==> config.mk <==
export PLATFORM = sky130hd
export DESIGN_NAME = dffram_byte_sequencer
export DESIGN_NICKNAME = d
export VERILOG_FILES = /design/src/rtl/dffram_pkg.sv /design/src/rtl/dffram_rr_arb2.sv /design/src/rtl/dffram_byte_sequencer.sv
export SDC_FILE = /design/constraint.sdc
export NUM_CORES = 1
export LEC_CHECK = 0
export CAP_MARGIN = 15
export CORE_ASPECT_RATIO = 0.75
export CORE_MARGIN = 5
export CORE_UTILIZATION = 50
export DETAILED_ROUTE_END_ITERATION = 8
export GPL_ROUTABILITY_DRIVEN = 0
export PLACE_DENSITY = 0.95
export SLEW_MARGIN = 15
export SYNTH_ARGS = -nofsm -noshare
export SYNTH_HDL_FRONTEND = slang
export SYNTH_SLANG_ARGS = --single-unit
export TNS_END_PERCENT = 100
==> constraint.sdc <==
create_clock -name clk -period 4.7 [get_ports clk]
set_clock_uncertainty 0.2 [all_clocks]
set_input_delay 0.47 -clock clk [delete_from_list [all_inputs] [get_ports clk]]
set_output_delay 0.47 -clock clk [all_outputs]
set_load 0.01 [all_outputs]
==> src/rtl/dffram_pkg.sv <==
// rtl/dffram_pkg.sv - shared types and constants for the DFF RAM byte sequencer
package dffram_pkg;

  typedef enum logic [1:0] {
    IDLE  = 2'd0,
    WR_LO = 2'd1,
    WR_HI = 2'd2,
    RD    = 2'd3
  } state_t;

  localparam int PKG_DWIDTH = 4;
  localparam int BYTEWIDTH  = 2 * PKG_DWIDTH;
  localparam int NREQ       = 2;

  localparam logic LOHI_LO = 1'b0;
  localparam logic LOHI_HI = 1'b1;

endpackage

==> src/rtl/dffram_rr_arb2.sv <==
// rtl/dffram_rr_arb2.sv - two-way round-robin arbiter, pointer moves only on a grant
module dffram_rr_arb2 (
  input  logic       clk,
  input  logic       rst,
  input  logic [1:0] req,
  input  logic       enable,
  output logic [1:0] gnt
);

  logic r_ptr;

  always_comb begin
    gnt = 2'b00;
    if (enable) begin
      if (req == 2'b11) gnt = r_ptr ? 2'b10 : 2'b01;
      else              gnt = req;
    end
  end

  // The winner loses priority to the other requester next time.
  always_ff @(posedge clk or posedge rst) begin
    if (rst)         r_ptr <= 1'b0;
    else if (gnt[0]) r_ptr <= 1'b1;
    else if (gnt[1]) r_ptr <= 1'b0;
  end

endmodule

==> src/rtl/dffram_byte_sequencer.sv <==
// rtl/dffram_byte_sequencer.sv - byte read/write sequencing onto a nibble-wide 2R1W DFF RAM
module dffram_byte_sequencer
  import dffram_pkg::*;
#(
  parameter int AWIDTH = 4,
  parameter int DWIDTH = PKG_DWIDTH
) (
  input  logic [0:0]            clk,
  input  logic [0:0]            rst,
  input  logic [NREQ-1:0]       req_valid,
  output logic [NREQ-1:0]       req_ready,
  input  logic [NREQ-1:0]       req_we,
  input  logic [2*AWIDTH-1:0]   req_addr,
  input  logic [2*2*DWIDTH-1:0] req_wdata,
  output logic [NREQ-1:0]       rsp_valid,
  output logic [2*DWIDTH-1:0]   rsp_data,
  output logic [AWIDTH-1:0]     ram_addr_a,
  output logic [DWIDTH-1:0]     ram_wdata_a,
  output logic                  ram_lohi_a,
  output logic                  ram_w_en,
  output logic [AWIDTH-1:0]     ram_addr_b,
  output logic                  ram_lohi_b,
  input  logic [DWIDTH-1:0]     ram_rdata_a,
  input  logic [DWIDTH-1:0]     ram_rdata_b
);

  state_t                r_state;
  logic                  r_owner;
  logic [AWIDTH-1:0]     r_addr;
  logic [2*DWIDTH-1:0]   r_wdata;

  logic [1:0]            w_gnt;
  logic                  w_sel;
  logic                  w_we;
  logic [AWIDTH-1:0]     w_addr;
  logic [2*DWIDTH-1:0]   w_wdata;

  dffram_rr_arb2 u_arb (
    .clk    (clk),
    .rst    (rst),
    .req    (req_valid),
    .enable (r_state == IDLE),
    .gnt    (w_gnt)
  );

  assign req_ready = w_gnt;
  assign w_sel     = w_gnt[1];
  assign w_we      = w_sel ? req_we[1] : req_we[0];
  assign w_addr    = w_sel ? req_addr[2*AWIDTH-1:AWIDTH] : req_addr[AWIDTH-1:0];
  assign w_wdata   = w_sel ? req_wdata[4*DWIDTH-1:2*DWIDTH] : req_wdata[2*DWIDTH-1:0];

  always_ff @(posedge clk or posedge rst) begin
    if (rst) begin
      r_state     <= IDLE;
      r_owner     <= 1'b0;
      r_addr      <= '0;
      r_wdata     <= '0;
      rsp_valid   <= '0;
      rsp_data    <= '0;
      ram_addr_a  <= '0;
      ram_wdata_a <= '0;
      ram_lohi_a  <= LOHI_LO;
      ram_w_en    <= 1'b0;
      ram_addr_b  <= '0;
      ram_lohi_b  <= LOHI_LO;
    end else begin
      rsp_valid <= '0;
      case (r_state)
        IDLE: begin
          if (|w_gnt) begin
            r_owner    <= w_sel;
            r_addr     <= w_addr;
            r_wdata    <= w_wdata;
            ram_addr_a <= w_addr;
            ram_lohi_a <= LOHI_LO;
            if (w_we) begin
              ram_wdata_a <= w_wdata[DWIDTH-1:0];
              ram_w_en    <= 1'b1;
              r_state     <= WR_LO;
            end else begin
              ram_addr_b <= w_addr;
              ram_lohi_b <= LOHI_HI;
              ram_w_en   <= 1'b0;
              r_state    <= RD;
            end
          end
        end
        WR_LO: begin
          ram_addr_a  <= r_addr;
          ram_wdata_a <= r_wdata[2*DWIDTH-1:DWIDTH];
          ram_lohi_a  <= LOHI_HI;
          ram_w_en    <= 1'b1;
          r_state     <= WR_HI;
        end
        WR_HI: begin
          ram_w_en           <= 1'b0;
          ram_lohi_a         <= LOHI_LO;
          rsp_valid[r_owner] <= 1'b1;
          rsp_data           <= r_wdata;
          r_state            <= IDLE;
        end
        RD: begin
          // Both nibbles are read in the same cycle through the two read ports.
          ram_lohi_b         <= LOHI_LO;
          rsp_data           <= {ram_rdata_b, ram_rdata_a};
          rsp_valid[r_owner] <= 1'b1;
          r_state            <= IDLE;
        end
        default: r_state <= IDLE;
      endcase
    end
  end

endmodule

==> impl_results.md <==
- TritonCTS Buffers: 5
- Synthesized area: 2040 sq um
- Setup TNS: 0 ps
- Fin crit period: 3420 ps
- Status: finished clean
- Layout area overhead: 37.5%
- Vias: 1762
- CTS tree: yes
- Syn. warnings: 0
- Clock tree sinks: 41
- Min-delay worst type: reg2reg
- Commonest non-fill, non-tap cells in the layout: clkdlybuf4s50_1 (64), dfrtp_1 (41), o21ai_0 (22)
- Clock Tree Root: clkbuf_8
- Crit path capture type: primary output
- Final setup vio count: 0
- RSZ-0062 raised after global routing: false
- Mapped Avg Cell Area: 10.4 sq um
- Max rail drop VDD: 271 uV
- WP buf/inv: 2
- LEAKAGE: 1.17 nW
- Net Sw Frac: 0.381
- PostCTS Resize Cnt: 0
- Post-Route WL: 5000 um
- Antenna violations before repair: 0
- Rows: 20
- Pint: 1.14 mW
- Vias in the first global route: 1670
- Fin. Hold Viols: 0
- CTS max path bufs: 2
- Worst skew pair latency: 300 ps
- Crit path cell chain: inv_1, ha_1, nand2_1, nor2_4, clkdlybuf4s50_1
- Final slew viol count: 0
- Setup bufs post-CTS: 0
- Die W: 83.7 um
- # fillers: 304
- Hold-fix buffers, CTS: 0
- Placed cells: 306
- Nets: 301
- Dpl hpwl: 3650 um
- Syn Inst Count: 197
- Sequential share of the synthesized area: 0.503
- Final critical-path share of the clock period: 0.728
- FMAX: 0.292 GHz
- Buffers on Ports: 64
- CTS HTree Levels: 2
- Post-synth cell types: 38
- Placed cell areas: 2700 sq um
- TritonRoute pass-1 iters: 4
- Clock-pin slew on the worst setup and hold paths: 80 ps
- Die area: 5470 sq um
- Worst Path Max Fanout: 23
- # IOs: 65
- N_diodes: 0
- Largest net degree at the start of global routing: 42
- 1st-iter DRT viols: 114
- Tot GR Track Use: 0.188
- Slowest cell on crit path: clkdlybuf4s50_1
- Measured slew at the worst slew-check pin: 691 ps
- PD cells: 656 nW/um^2
- Syn_nets: 240
- Worst path max stage delay: 630 ps
- Max-cap violation count: 0
- Switch Pwr: 0.700 mW
- Total grt overflow: 0
- Crit Path Class: reg2out
- CP Data Arrival Time: 2750 ps
- Vias/cell: 5.61
- DRC Markers: 0
- Seq pwr share: 0.351
- First-pass GRT wire length: 8030 um
- Final ANT Viol Nets: 0
- Yosys reg bits: 41
- Most common cell after layout, fill and taps aside: clkdlybuf4s50_1
- Layout cells sized above 1: 0.0849
- Design Area, Final: 2810 sq um
- Non-filler cells, final: 314
- CP required: 4030 ps
- Critical Path Start Type: register
- Area of the core: 4000 sq um
- Die height: 65.3 um
- Comb pwr share: 0.508
- Clock power share: 0.140
- Initial Utilization: 0.509
- Wirelength per Cell: 15.9 um
- CP top delay family: buffers and inverters
- Worst rel slew slack: 0.540
## final timing paths
path                       slack, ps  cells past startpoint            to  startpoint
max                             1280                      5  req_ready[1]  r_state[0]
min                              250                      1  rsp_valid[0]     r_owner
max reg2reg                     1960                      6    r_wdata[3]  r_state[0]
min reg2reg                      250                      1  rsp_valid[0]     r_owner
max in group asynchronous       3580                      3   u_arb.r_ptr         rst
min in group asynchronous        390                      3    r_wdata[6]         rst
## per-stage QoR
step	hold WS [ps]	setup WS, ps	utilization	power (mW)
2_1_floorplan	218	2870	-	1.20
3_3_place_gp	235	1730	0.674	1.54
3_5_place_dp	247	1660	0.674	1.58
4_1_cts	255	1300	0.701	1.85
5_1_grt	274	1120	0.701	1.97
6_report	254	1280	0.701	1.84
## per-layer routing
layer / share of wire / track usage
met4: 0.015 / 0.0884
met2: 0.46 / 0.306
met1: 0.44 / 0.232
met5: 0 / 0
met3: 0.081 / 0.0576
## worst reg2reg max path, stage by stage (launching register included)
cell     delay, ps
dfrtp_1        410
inv_1          130
ha_1           620
nand2_1        250
nor2_4         400
mux2_4         350
mux2_2         260
## sequential cells by signal (all words and copies together) (netlist names)
signal and cells:
rsp_data 8, u_arb.r_ptr 1, ram_lohi_a 1, r_addr 4, r_wdata 8, ram_w_en 1, ram_lohi_b 1, r_state 2
r_owner 1, rsp_valid 2, ram_wdata_a 4, ram_addr_b 4, ram_addr_a 4
## power by group through the flow
stage	Clock [mW]	Sequential, mW	Combinational, mW
6_report	0.258	0.646	0.935
5_1_grt	0.280	0.663	1.02
4_1_cts	0.265	0.644	0.937
3_5_place_dp	0	0.647	0.928
3_3_place_gp	0	0.642	0.899
2_1_floorplan	0	0.669	0.534
## logic make-up (layout without fill, tap and decap cells)
group / Yosys count / in the layout / share of synthesized area
and+or+nand+nor: 50 / 50 / 0.128
AOI/OAI and AO/OA: 63 / 63 / 0.197
DFF: 41 / 41 / 0.503
muxes: 19 / 19 / 0.0969
buffers and inverters: 19 / 81 / 0.0442
adders and majority gates: 5 / 5 / 0.0307
## cell usage after synthesis
| cell | count | area [sq um] |
|---|---|---|
| ha_1 | 5 | 62.6 |
| or3b_1 | 1 | 8.76 |
| o211ai_1 | 1 | 7.51 |
| o21ai_2 | 1 | 8.76 |
| o221a_2 | 1 | 11.3 |
| and2b_4 | 1 | 10.0 |
| mux2_4 | 1 | 15.0 |
| o21ai_0 | 23 | 115 |
| clkbuf_1 | 5 | 18.8 |
| nor2_1 | 5 | 18.8 |
| or2_2 | 1 | 6.26 |
| o31a_2 | 1 | 10.0 |
| buf_2 | 6 | 30.0 |
| mux2i_1 | 16 | 160 |
| dfrtp_1 | 41 | 1030 |
| a32o_2 | 1 | 11.3 |
| nand2b_1 | 1 | 6.26 |
| o22ai_1 | 4 | 25.0 |
| buf_8 | 1 | 15.0 |
| a32oi_1 | 1 | 8.76 |
| o21a_1 | 1 | 7.51 |
| nand4_1 | 3 | 18.8 |
| mux2_2 | 2 | 22.5 |
| nor2b_1 | 2 | 12.5 |
| nand2_1 | 21 | 78.8 |
| a31oi_1 | 5 | 31.3 |
| or3_1 | 7 | 43.8 |
| a21o_1 | 5 | 37.5 |
| and2_1 | 2 | 12.5 |
| nor2_4 | 1 | 11.3 |
| nand3_1 | 4 | 20.0 |
| a21oi_1 | 13 | 65.1 |
| a32o_1 | 1 | 10.0 |
| a21boi_0 | 1 | 7.51 |
| nand2b_4 | 1 | 13.8 |
| inv_1 | 7 | 26.3 |
| o2111a_1 | 3 | 33.8 |
| a21boi_2 | 1 | 11.3 |
## area by class of cell
cell class                 instances  area [sq um]  share of cell area
clock buffer                       7          96.3              0.0343
tap                               55          68.8              0.0245
timing repair buffer              66           656               0.234
multi-input combinational        137           923               0.329
inverter                           7          26.3             0.00937
clock inverter                     1          8.76             0.00312
sequential                        41          1030               0.366
Note: power is estimated with default switching activity, not from simulation.
